## src/rtl/target_placement_controller.sv

```systemverilog
// Places a new snake target: draws random candidates, range-checks them, scans the
// snake body for overlap, retries on reject and falls back to a fixed safe spot.
module target_placement_controller #(
    parameter int unsigned MAX_X      = 159,
    parameter int unsigned MAX_Y      = 119,
    parameter int unsigned ADDR_W     = 6,
    parameter int unsigned MAX_TRIES  = 8,
    parameter int unsigned FALLBACK_X = 80,
    parameter int unsigned FALLBACK_Y = 60
) (
    input  logic              CLK,
    input  logic              RESET,
    input  logic              Place_Req,
    input  logic [ADDR_W:0]   Snake_Length,
    output logic              Rand_Strobe,
    input  logic [7:0]        Rand_X,
    input  logic [6:0]        Rand_Y,
    output logic [ADDR_W-1:0] Seg_Addr,
    input  logic [7:0]        Seg_X,
    input  logic [6:0]        Seg_Y,
    output logic [7:0]        Target_X,
    output logic [6:0]        Target_Y,
    output logic              Target_Valid,
    output logic              Busy,
    output logic              Fallback_Used
);

    localparam logic [7:0]        LP_MAX_X   = 8'(MAX_X);
    localparam logic [6:0]        LP_MAX_Y   = 7'(MAX_Y);
    localparam logic [7:0]        LP_TRIES   = 8'(MAX_TRIES);
    localparam logic [7:0]        LP_FB_X    = 8'(FALLBACK_X);
    localparam logic [6:0]        LP_FB_Y    = 7'(FALLBACK_Y);
    localparam logic [ADDR_W:0]   LP_LEN_ONE = (ADDR_W+1)'(1);
    localparam logic [ADDR_W-1:0] LP_IDX_ONE = ADDR_W'(1);

    typedef enum logic [2:0] {
        S_IDLE, S_REQ, S_WAIT, S_CHECK, S_SCAN_RD, S_SCAN_CMP, S_FALLBACK, S_DONE
    } state_t;

    state_t            r_state;
    state_t            w_next_state;
    logic [ADDR_W:0]   r_len;
    logic [ADDR_W-1:0] r_idx;
    logic [7:0]        r_tries;
    logic [7:0]        r_cand_x;
    logic [6:0]        r_cand_y;
    logic [7:0]        r_target_x;
    logic [6:0]        r_target_y;
    logic              r_valid;
    logic              r_fallback;
    logic              r_rand_strobe;

    logic              w_range_ok;
    logic              w_hit;
    logic              w_last;
    logic              w_reject;
    logic [7:0]        w_tries_inc;

    assign w_range_ok  = (r_cand_x != 8'd0) && (r_cand_x <= LP_MAX_X) &&
                         (r_cand_y != 7'd0) && (r_cand_y <= LP_MAX_Y);
    assign w_hit       = (Seg_X == r_cand_x) && (Seg_Y == r_cand_y);
    assign w_last      = ({1'b0, r_idx} == (r_len - LP_LEN_ONE));
    assign w_reject    = ((r_state == S_CHECK) && !w_range_ok) ||
                         ((r_state == S_SCAN_CMP) && w_hit);
    assign w_tries_inc = r_tries + 8'd1;

    // NOTE: state and datapath registers use non-blocking assignments so every
    // flop samples pre-edge values regardless of process ordering.
    always_ff @(posedge CLK or posedge RESET) begin
        if (RESET) r_state <= S_IDLE;
        else       r_state <= w_next_state;
    end

    // NOTE: the default at the top keeps this block free of inferred latches.
    always_comb begin
        w_next_state = r_state;
        case (r_state)
            S_IDLE:     if (Place_Req) w_next_state = S_REQ;
            S_REQ:      w_next_state = S_WAIT;
            S_WAIT:     w_next_state = S_CHECK;
            S_CHECK:    if (w_range_ok)
                            w_next_state = (r_len == '0) ? S_DONE : S_SCAN_RD;
            S_SCAN_RD:  w_next_state = S_SCAN_CMP;
            S_SCAN_CMP: if (!w_hit && w_last) w_next_state = S_DONE;
                        else if (!w_hit)      w_next_state = S_SCAN_RD;
            S_FALLBACK: w_next_state = S_DONE;
            S_DONE:     w_next_state = S_IDLE;
            default:    w_next_state = S_IDLE;
        endcase
        if (w_reject)
            w_next_state = (w_tries_inc == LP_TRIES) ? S_FALLBACK : S_REQ;
    end

    always_comb begin
        Busy          = (r_state != S_IDLE);
        Rand_Strobe   = r_rand_strobe;
        Seg_Addr      = r_idx;
        Target_X      = r_target_x;
        Target_Y      = r_target_y;
        Target_Valid  = r_valid;
        Fallback_Used = r_fallback;
    end

    // Strobe is registered from the next state so it is high exactly while in REQ.
    always_ff @(posedge CLK or posedge RESET) begin
        if (RESET) begin
            r_rand_strobe <= 1'b0;
            r_len         <= '0;
            r_idx         <= '0;
            r_tries       <= 8'd0;
            r_cand_x      <= 8'd0;
            r_cand_y      <= 7'd0;
            r_target_x    <= LP_FB_X;
            r_target_y    <= LP_FB_Y;
            r_valid       <= 1'b0;
            r_fallback    <= 1'b0;
        end else begin
            r_rand_strobe <= (w_next_state == S_REQ);
            case (r_state)
                S_IDLE: if (Place_Req) begin
                    r_len      <= Snake_Length;
                    r_valid    <= 1'b0;
                    r_fallback <= 1'b0;
                    r_tries    <= 8'd0;
                end
                S_WAIT: begin
                    r_cand_x <= Rand_X;
                    r_cand_y <= Rand_Y;
                end
                S_CHECK:    if (w_range_ok) r_idx <= '0;
                S_SCAN_CMP: if (!w_hit && !w_last) r_idx <= r_idx + LP_IDX_ONE;
                S_FALLBACK: begin
                    r_cand_x   <= LP_FB_X;
                    r_cand_y   <= LP_FB_Y;
                    r_fallback <= 1'b1;
                end
                S_DONE: begin
                    r_target_x <= r_cand_x;
                    r_target_y <= r_cand_y;
                    r_valid    <= 1'b1;
                end
                default: ;
            endcase
            if (w_reject) r_tries <= w_tries_inc;
        end
    end

endmodule

```

## config.mk

```make
export PLATFORM = sky130hd
export DESIGN_NAME = target_placement_controller
export DESIGN_NICKNAME = d
export VERILOG_FILES = /design/src/rtl/target_placement_controller.sv
export SDC_FILE = /design/constraint.sdc
export NUM_CORES = 1
export LEC_CHECK = 0
export CORE_MARGIN = 2
export CORE_UTILIZATION = 25
export DETAILED_ROUTE_END_ITERATION = 12
export MAX_ROUTING_LAYER = met4
export SLEW_MARGIN = 30
export SYNTH_ARGS = -nofsm -noshare
export SYNTH_HDL_FRONTEND = slang
export SYNTH_SLANG_ARGS = --single-unit
```

## constraint.sdc

```tcl
create_clock -name CLK -period 3.54 [get_ports CLK]
set_input_delay 0.354 -clock CLK [delete_from_list [all_inputs] [get_ports CLK]]
set_output_delay 0.354 -clock CLK [all_outputs]
set_load 0.1 [all_outputs]
```

==> impl_metrics.py, run 1 <==
metrics = {
    "status": {
        "outcome": "complete, no violations",
    },
    "setup_path": {
        "start_kind": "flip-flop",
        "end_kind": "flip-flop",
        "r2r_cells": 9,
        "critical_path_class": "reg -> reg",
        "critPathArrivalTime_ns": 2.86,
        "cp.required_ns": 3.75,
        "reg2reg_setup_slack_ns": 0.88,
        "critical_path.max_fanout": 10,
    },
    "clock_network": {
        "htree_levels": 3,
        "cts_tree": "built",
        "cts_resized": 0,
        "clk_pin_slew_ns": 0.05,
        "cts.sinks": 57,
        "cts_root_buf": "clkbuf_16",
        "postCtsHoldBufs": 0,
        "cts_made_buffers": 9,
        "clockBufferDepth": 2,
        "post_cts_buffers": 0,
        "clk_latency_ns": 0.32,
    },
    "synth": {
        "synth_area_mm2": 0.002938,
        "synth_top_area_share_pct": 43.44,
        "ys_ff_latch": 57,
        "ys_warn_count": 0,
        "ys_seq_area_share_pct": 48.81,
        "synthArstFlopShare_pct": 100.0,
        "yosysUniqueCellTypes": 44,
        "netlist_top_cells_area": "dfrtp_1 43%, nand2_1 7.0%, o21ai_0 6.0%",
        "postSynthAreaPerCell_um2": 9.446,
        "synth_edf_count": 0,
        "synth_top_cell_by_area": "dfrtp_1",
        "yosysMostFrequentCell": "nand2_1",
        "synth_cells": 311,
        "synth_fp_nets": 354,
        "synth_common_cells": "55 x nand2_1, 51 x dfrtp_1, 35 x o21ai_0",
        "synth_ff_type": "dfrtp_1",
    },
    "global_routing": {
        "grt_use_total_pct": 12.67,
        "antenna_found_initial": 0,
        "grt_pass1_vias": 2492,
        "grt_max_degree": 33,
        "grt_pass1_wl_mm": 12.21,
        "grt.overflow.total": 0,
    },
    "timing": {
        "fin_skew_ns": 0.008531,
        "setup_viol": 0,
        "final.setup.tns_ns": 0,
        "finalHoldViolCount": 0,
        "fin_crit_sh_pct": 75.04,
        "maxSlewHeadroom_pct": 32.47,
        "grt_setup_unrepaired": "no",
        "max_slew.worst_pin.slew_ns": 1.010,
        "period_minus_slack_ns": 2.656,
        "drv_slew": 0,
        "timing.hold.ws_ns": 0.4040,
        "fmax_mhz": 376.5,
    },
    "route": {
        "vias": 2456,
        "remaining_drc_errors": 0,
        "wl_per_cell_um": 13.99,
        "drt_iter0_drc": 86,
        "wl_mm": 7.358,
        "viasPerCell": 4.669,
        "final_antenna_net_count": 0,
        "first_pass_iters": 4,
    },
    "cells_and_area": {
        "n_antenna_cell": 0,
        "stdcell_count": 526,
        "utilization_pct": 35.20,
        "finalNetCount": 421,
        "multi_input_area_mm2": 0.001403,
        "seqCellArea_mm2": 0.001434,
        "syn_to_final_growth_pct": 37.39,
        "fillerInstances": 1153,
        "drive_gt1_share_pct": 12.53,
    },
    "place": {
        "dp_cells": 510,
        "hpwlAfterDp_mm": 5.456,
        "gp_congestion": 0.8168,
        "io_buffers": 64,
    },
    "die": {
        "ios": 65,
        "core.rowCount": 39,
        "die_x_um": 112.4,
        "core_mm2": 0.01147,
        "die-area_mm2": 0.01263,
        "chipHeight_um": 112.4,
        "start_util_pct": 25.62,
    },
    "power": {
        "leakage_nw": 1.721,
        "powerDensity_mw_per_mm2": 1064,
        "ir_drop_uv": 628.3,
        "power_mw": 4.293,
    },
    "flow_run": {
        "maxCapViolCount": 0,
    },
    "worst_hold_path": {
        "worstHoldPathType": "in -> async",
    },
}
-- cells in the final DEF (no fill, tap or decap), types with 2 or more instances in the layout --
cell type,instances
xnor2_1,14
and3_1,2
ha_1,3
clkdlybuf4s50_1,63
a21o_1,2
nand3_1,10
inv_1,11
mux2i_1,2
o31ai_1,3
clkbuf_8,2
dfstp_2,6
nand4_1,6
o211ai_1,2
nor2_1,18
nor2b_1,3
nor4_1,3
mux2_2,15
nand2_1,55
dfrtp_1,51
o21ai_0,35
clkbuf_16,9
a21oi_1,10
nor3_1,6
buf_4,5
a31oi_1,2
xor2_1,7
nand2b_1,6
and2_1,4
or3_1,6
-- state kept, by name, indices dropped and copies added, names as in the netlist, 3 cells and up --
register / flops
Seg_Addr: 6
Target_X: 8
Target_Y: 7
r_cand_x: 8
r_cand_y: 7
r_len: 7
r_state: 3
r_tries: 8
-- worst max-delay path, stage by stage, from the launching register on --
cell	delay (ns)
dfrtp_1	0.40
inv_1	0.09
ha_1	0.23
or3b_1	0.39
or4_4	0.44
and4_1	0.17
o211ai_2	0.11
nand4_4	0.20
and2_4	0.23
mux2_4	0.29
-- logic make-up (layout without fill, tap and decap cells) --
kind of cell               count (synthesis)  count (layout)  synth area share, %
muxes                                     18              18                6.942
AOI/OAI and AO/OA                         60              60                11.80
adders and majority gates                  3               3                1.278
and+or+nand+nor                          128             128                21.47
xor gates and xnor gates                  21              21                6.261
buffers and inverters                     24              96                3.449
DFF                                       57              57                48.81
-- worst paths after layout --
| check | startpoint | end |
|---|---|---|
| max | r_len[0] | Seg_Addr[1] |
| min | RESET | Seg_Addr[3] |
| max reg2reg | r_len[0] | Seg_Addr[1] |
| min reg2reg | Fallback_Used | Fallback_Used |
| max in group asynchronous | RESET | Target_Y[2] |
| min in group CLK | Fallback_Used | Fallback_Used |
-- area by class of cell --
type,count,area share [%]
tap,143,4.433
clock inverter,4,1.271
multi-input combinational,230,34.75
clock buffer,12,6.355
timing repair buffer,68,16.55
sequential,57,35.52
inverter,12,1.116
-- metal layers --
| metal | vias to the layer above | routed length [um] | GRT usage, % |
|---|---|---|---|
| met5 | - | 0 | - |
| li1 | 1211 | - | - |
| met1 | 1181 | 3391 | 15.58 |
| met2 | 57 | 3643 | 20.36 |
| met3 | 7 | 220 | 2.538 |
| met4 | 0 | 104 | 5.447 |
-- through the flow --
step | area, um^2 | setup slack (ns)
final | 4036 | 0.8837
after global routing | 4036 | 0.7129
after CTS | 4036 | 0.8985
after detailed placement | 3729 | 0.9019
after global placement | 3729 | 1.003
after floorplan | 2938 | 1.094
-- power by group --
group	internal, mW	total (mW)	switching [mW]
sequential	0.962	1.28	0.321
combinational	0.692	2.14	1.45
clock	0.582	0.869	0.287
Note: power is estimated with default switching activity, not from simulation.
==> inputs of run 2 (changes only) <==
==> constraint.sdc (replaced) <==
create_clock -name CLK -period 2.53 [get_ports CLK]
set_input_delay 0.253 -clock CLK [delete_from_list [all_inputs] [get_ports CLK]]
set_output_delay 0.253 -clock CLK [all_outputs]
set_load 0.1 [all_outputs]
==> impl_metrics.py, run 2 (synthesized netlist as in run 1, its figures left out) <==
metrics = {
    "global_routing": {
        "antenna_found_initial": 0,
        "globalRouteMet3Util_pct": 2.322,
        "grt_max_degree": 58,
        "grt.overflow.total": 0,
        "grt_pass1_vias": 2553,
        "grt_pass1_wl_mm": 12.30,
        "grt_busiest_layer": "met2",
        "grt_use_total_pct": 12.69,
        "grtUsageMet2_pct": 20.56,
        "use_met1_pct": 15.17,
    },
    "cells_and_area": {
        "mostFrequentLayoutCells": "55 x nand2_1, 51 x dfrtp_1, 39 x clkdlybuf4s50_1, 39 x buf_4, 33 x o21ai_0",
        "fillerInstances": 1151,
        "layout_commonest_cell": "nand2_1",
        "n_antenna_cell": 0,
        "drive_gt1_share_pct": 22.39,
        "utilization_pct": 35.26,
        "syn_to_final_growth_pct": 37.65,
        "seqCellArea_mm2": 0.001434,
        "finalNetCount": 431,
        "multi_input_area_mm2": 0.001419,
    },
    "power": {
        "ir_drop_uv": 809.5,
        "leakage_nw": 1.786,
        "p_clk_share_pct": 18.9,
        "power_mw": 6.003,
        "swShare_pct": 49.12,
        "pwr-share-seq_pct": 30.0,
        "intPower_mw": 3.054,
        "p_sw_mw": 2.948,
        "powerDensity_mw_per_mm2": 1484,
        "comb_power_share_pct": 51.1,
    },
    "timing": {
        "setup_viol": 0,
        "period_minus_slack_ns": 2.453,
        "fin_skew_ns": 0.007684,
        "max_slew.worst_pin.slew_ns": 0.7273,
        "fin_crit_sh_pct": 96.95,
        "finalHoldViolCount": 0,
        "maxSlewHeadroom_pct": 51.51,
        "fmax_mhz": 407.7,
        "drv_slew": 0,
    },
    "route": {
        "first_pass_iters": 4,
        "wl_mm": 7.517,
        "wl_per_cell_um": 14.02,
        "vias": 2485,
        "viasPerCell": 4.636,
        "remaining_drc_errors": 0,
        "final_antenna_net_count": 0,
        "drt_iter0_drc": 70,
    },
    "die": {
        "die-area_mm2": 0.01263,
        "ios": 65,
        "core_mm2": 0.01147,
        "die_x_um": 112.4,
        "chipHeight_um": 112.4,
        "start_util_pct": 25.62,
        "core.rowCount": 39,
    },
    "place": {
        "io_buffers": 64,
        "hpwlAfterDp_mm": 5.561,
        "gp_congestion": 0.7823,
    },
    "clock_network": {
        "postCtsHoldBufs": 0,
        "clockBufferDepth": 2,
        "htree_levels": 3,
        "cts.sinks": 57,
        "cts_tree": "built",
        "cts_made_buffers": 9,
        "clk_latency_ns": 0.33,
        "cts_root_buf": "clkbuf_16",
        "clk_pin_slew_ns": 0.06,
    },
    "setup_path": {
        "start_kind": "flip-flop",
        "reg2reg_setup_slack_ns": 0.08,
        "critical_path_class": "reg -> reg",
        "cp.required_ns": 2.74,
        "end_kind": "flip-flop",
        "critPathArrivalTime_ns": 2.66,
        "critical_path.max_fanout": 7,
    },
    "flow_run": {
        "maxCapViolCount": 0,
    },
    "status": {
        "outcome": "complete, no violations",
    },
    "worst_hold_path": {
        "worstHoldPathType": "in -> async",
    },
}
## run 2: changes by cell type in the layout (fill, tap and decap cells not counted), moves of 2 or more
cell	change
a21oi_1	-2
buf_4	+34
clkinvlp_4	+2
clkdlybuf4s50_1	-24
a21oi_2	+2
o21ai_0	-2
## run 2: what timing repair did
action	CTS	global route
endpoints found under the setup margin	0	5
setup buffers	0	1
resized for setup	0	8
## run 2: per-stage QoR
step                cell area, um^2  setup TNS, ns  cells  hold WS, ns  setup WS (ns)
floorplan                      2938              0    311       0.3584        0.08356
global placement               3736              0    519       0.4695         0.1154
detailed placement             3736              0    519       0.4867        0.04705
CTS                            4020              0    535       0.4498        0.02863
global route                   4044       -0.01006    536       0.4909       -0.01006
finish                         4044              0    536       0.4472        0.07715
## run 2: final cells by class
type                       count  area share (%)
sequential                    57           35.46
tap                          143           4.425
inverter                      12           1.114
multi-input combinational    230           35.09
clock buffer                  12           6.343
timing repair buffer          78           16.89
clock inverter                 4          0.6807
## run 2: layer usage
metal  routed length (um)  share of wire (%)
met1                 3349                 45
met2                 3781                 50
met3                  225                3.0
met4                  160                2.1
met5                    0                  0
## run 2: power by group through the flow
stage                     Clock, mW  Combinational, mW  Sequential, mW
after global placement            0               3.01            1.79
after global routing           1.19               3.27            1.88
after detailed placement          0               3.07            1.81
after floorplan                   0               1.27            2.79
after CTS                      1.16               3.08            1.80
final                          1.13               3.07            1.80
## run 2: worst paths after layout
check	start	endpoint	depth (start not counted)
worst max-delay path	r_len[1]	Seg_Addr[1]	9
worst min-delay path	RESET	Seg_Addr[4]	3
worst max register to register	r_len[1]	Seg_Addr[1]	9
worst min register to register	Fallback_Used	Fallback_Used	2
max in group asynchronous	RESET	r_len[3]	3
min in group CLK	Snake_Length[6]	r_len[6]	3
## run 2: worst max-delay path, stage by stage, from the launching register on
cell and delay, ns:
dfrtp_1 0.37, inv_1 0.08, ha_2 0.18, or3b_4 0.38, or4_4 0.43, and4_1 0.18
o211ai_2 0.10, nand4_4 0.15, and2_4 0.19, mux2_4 0.28
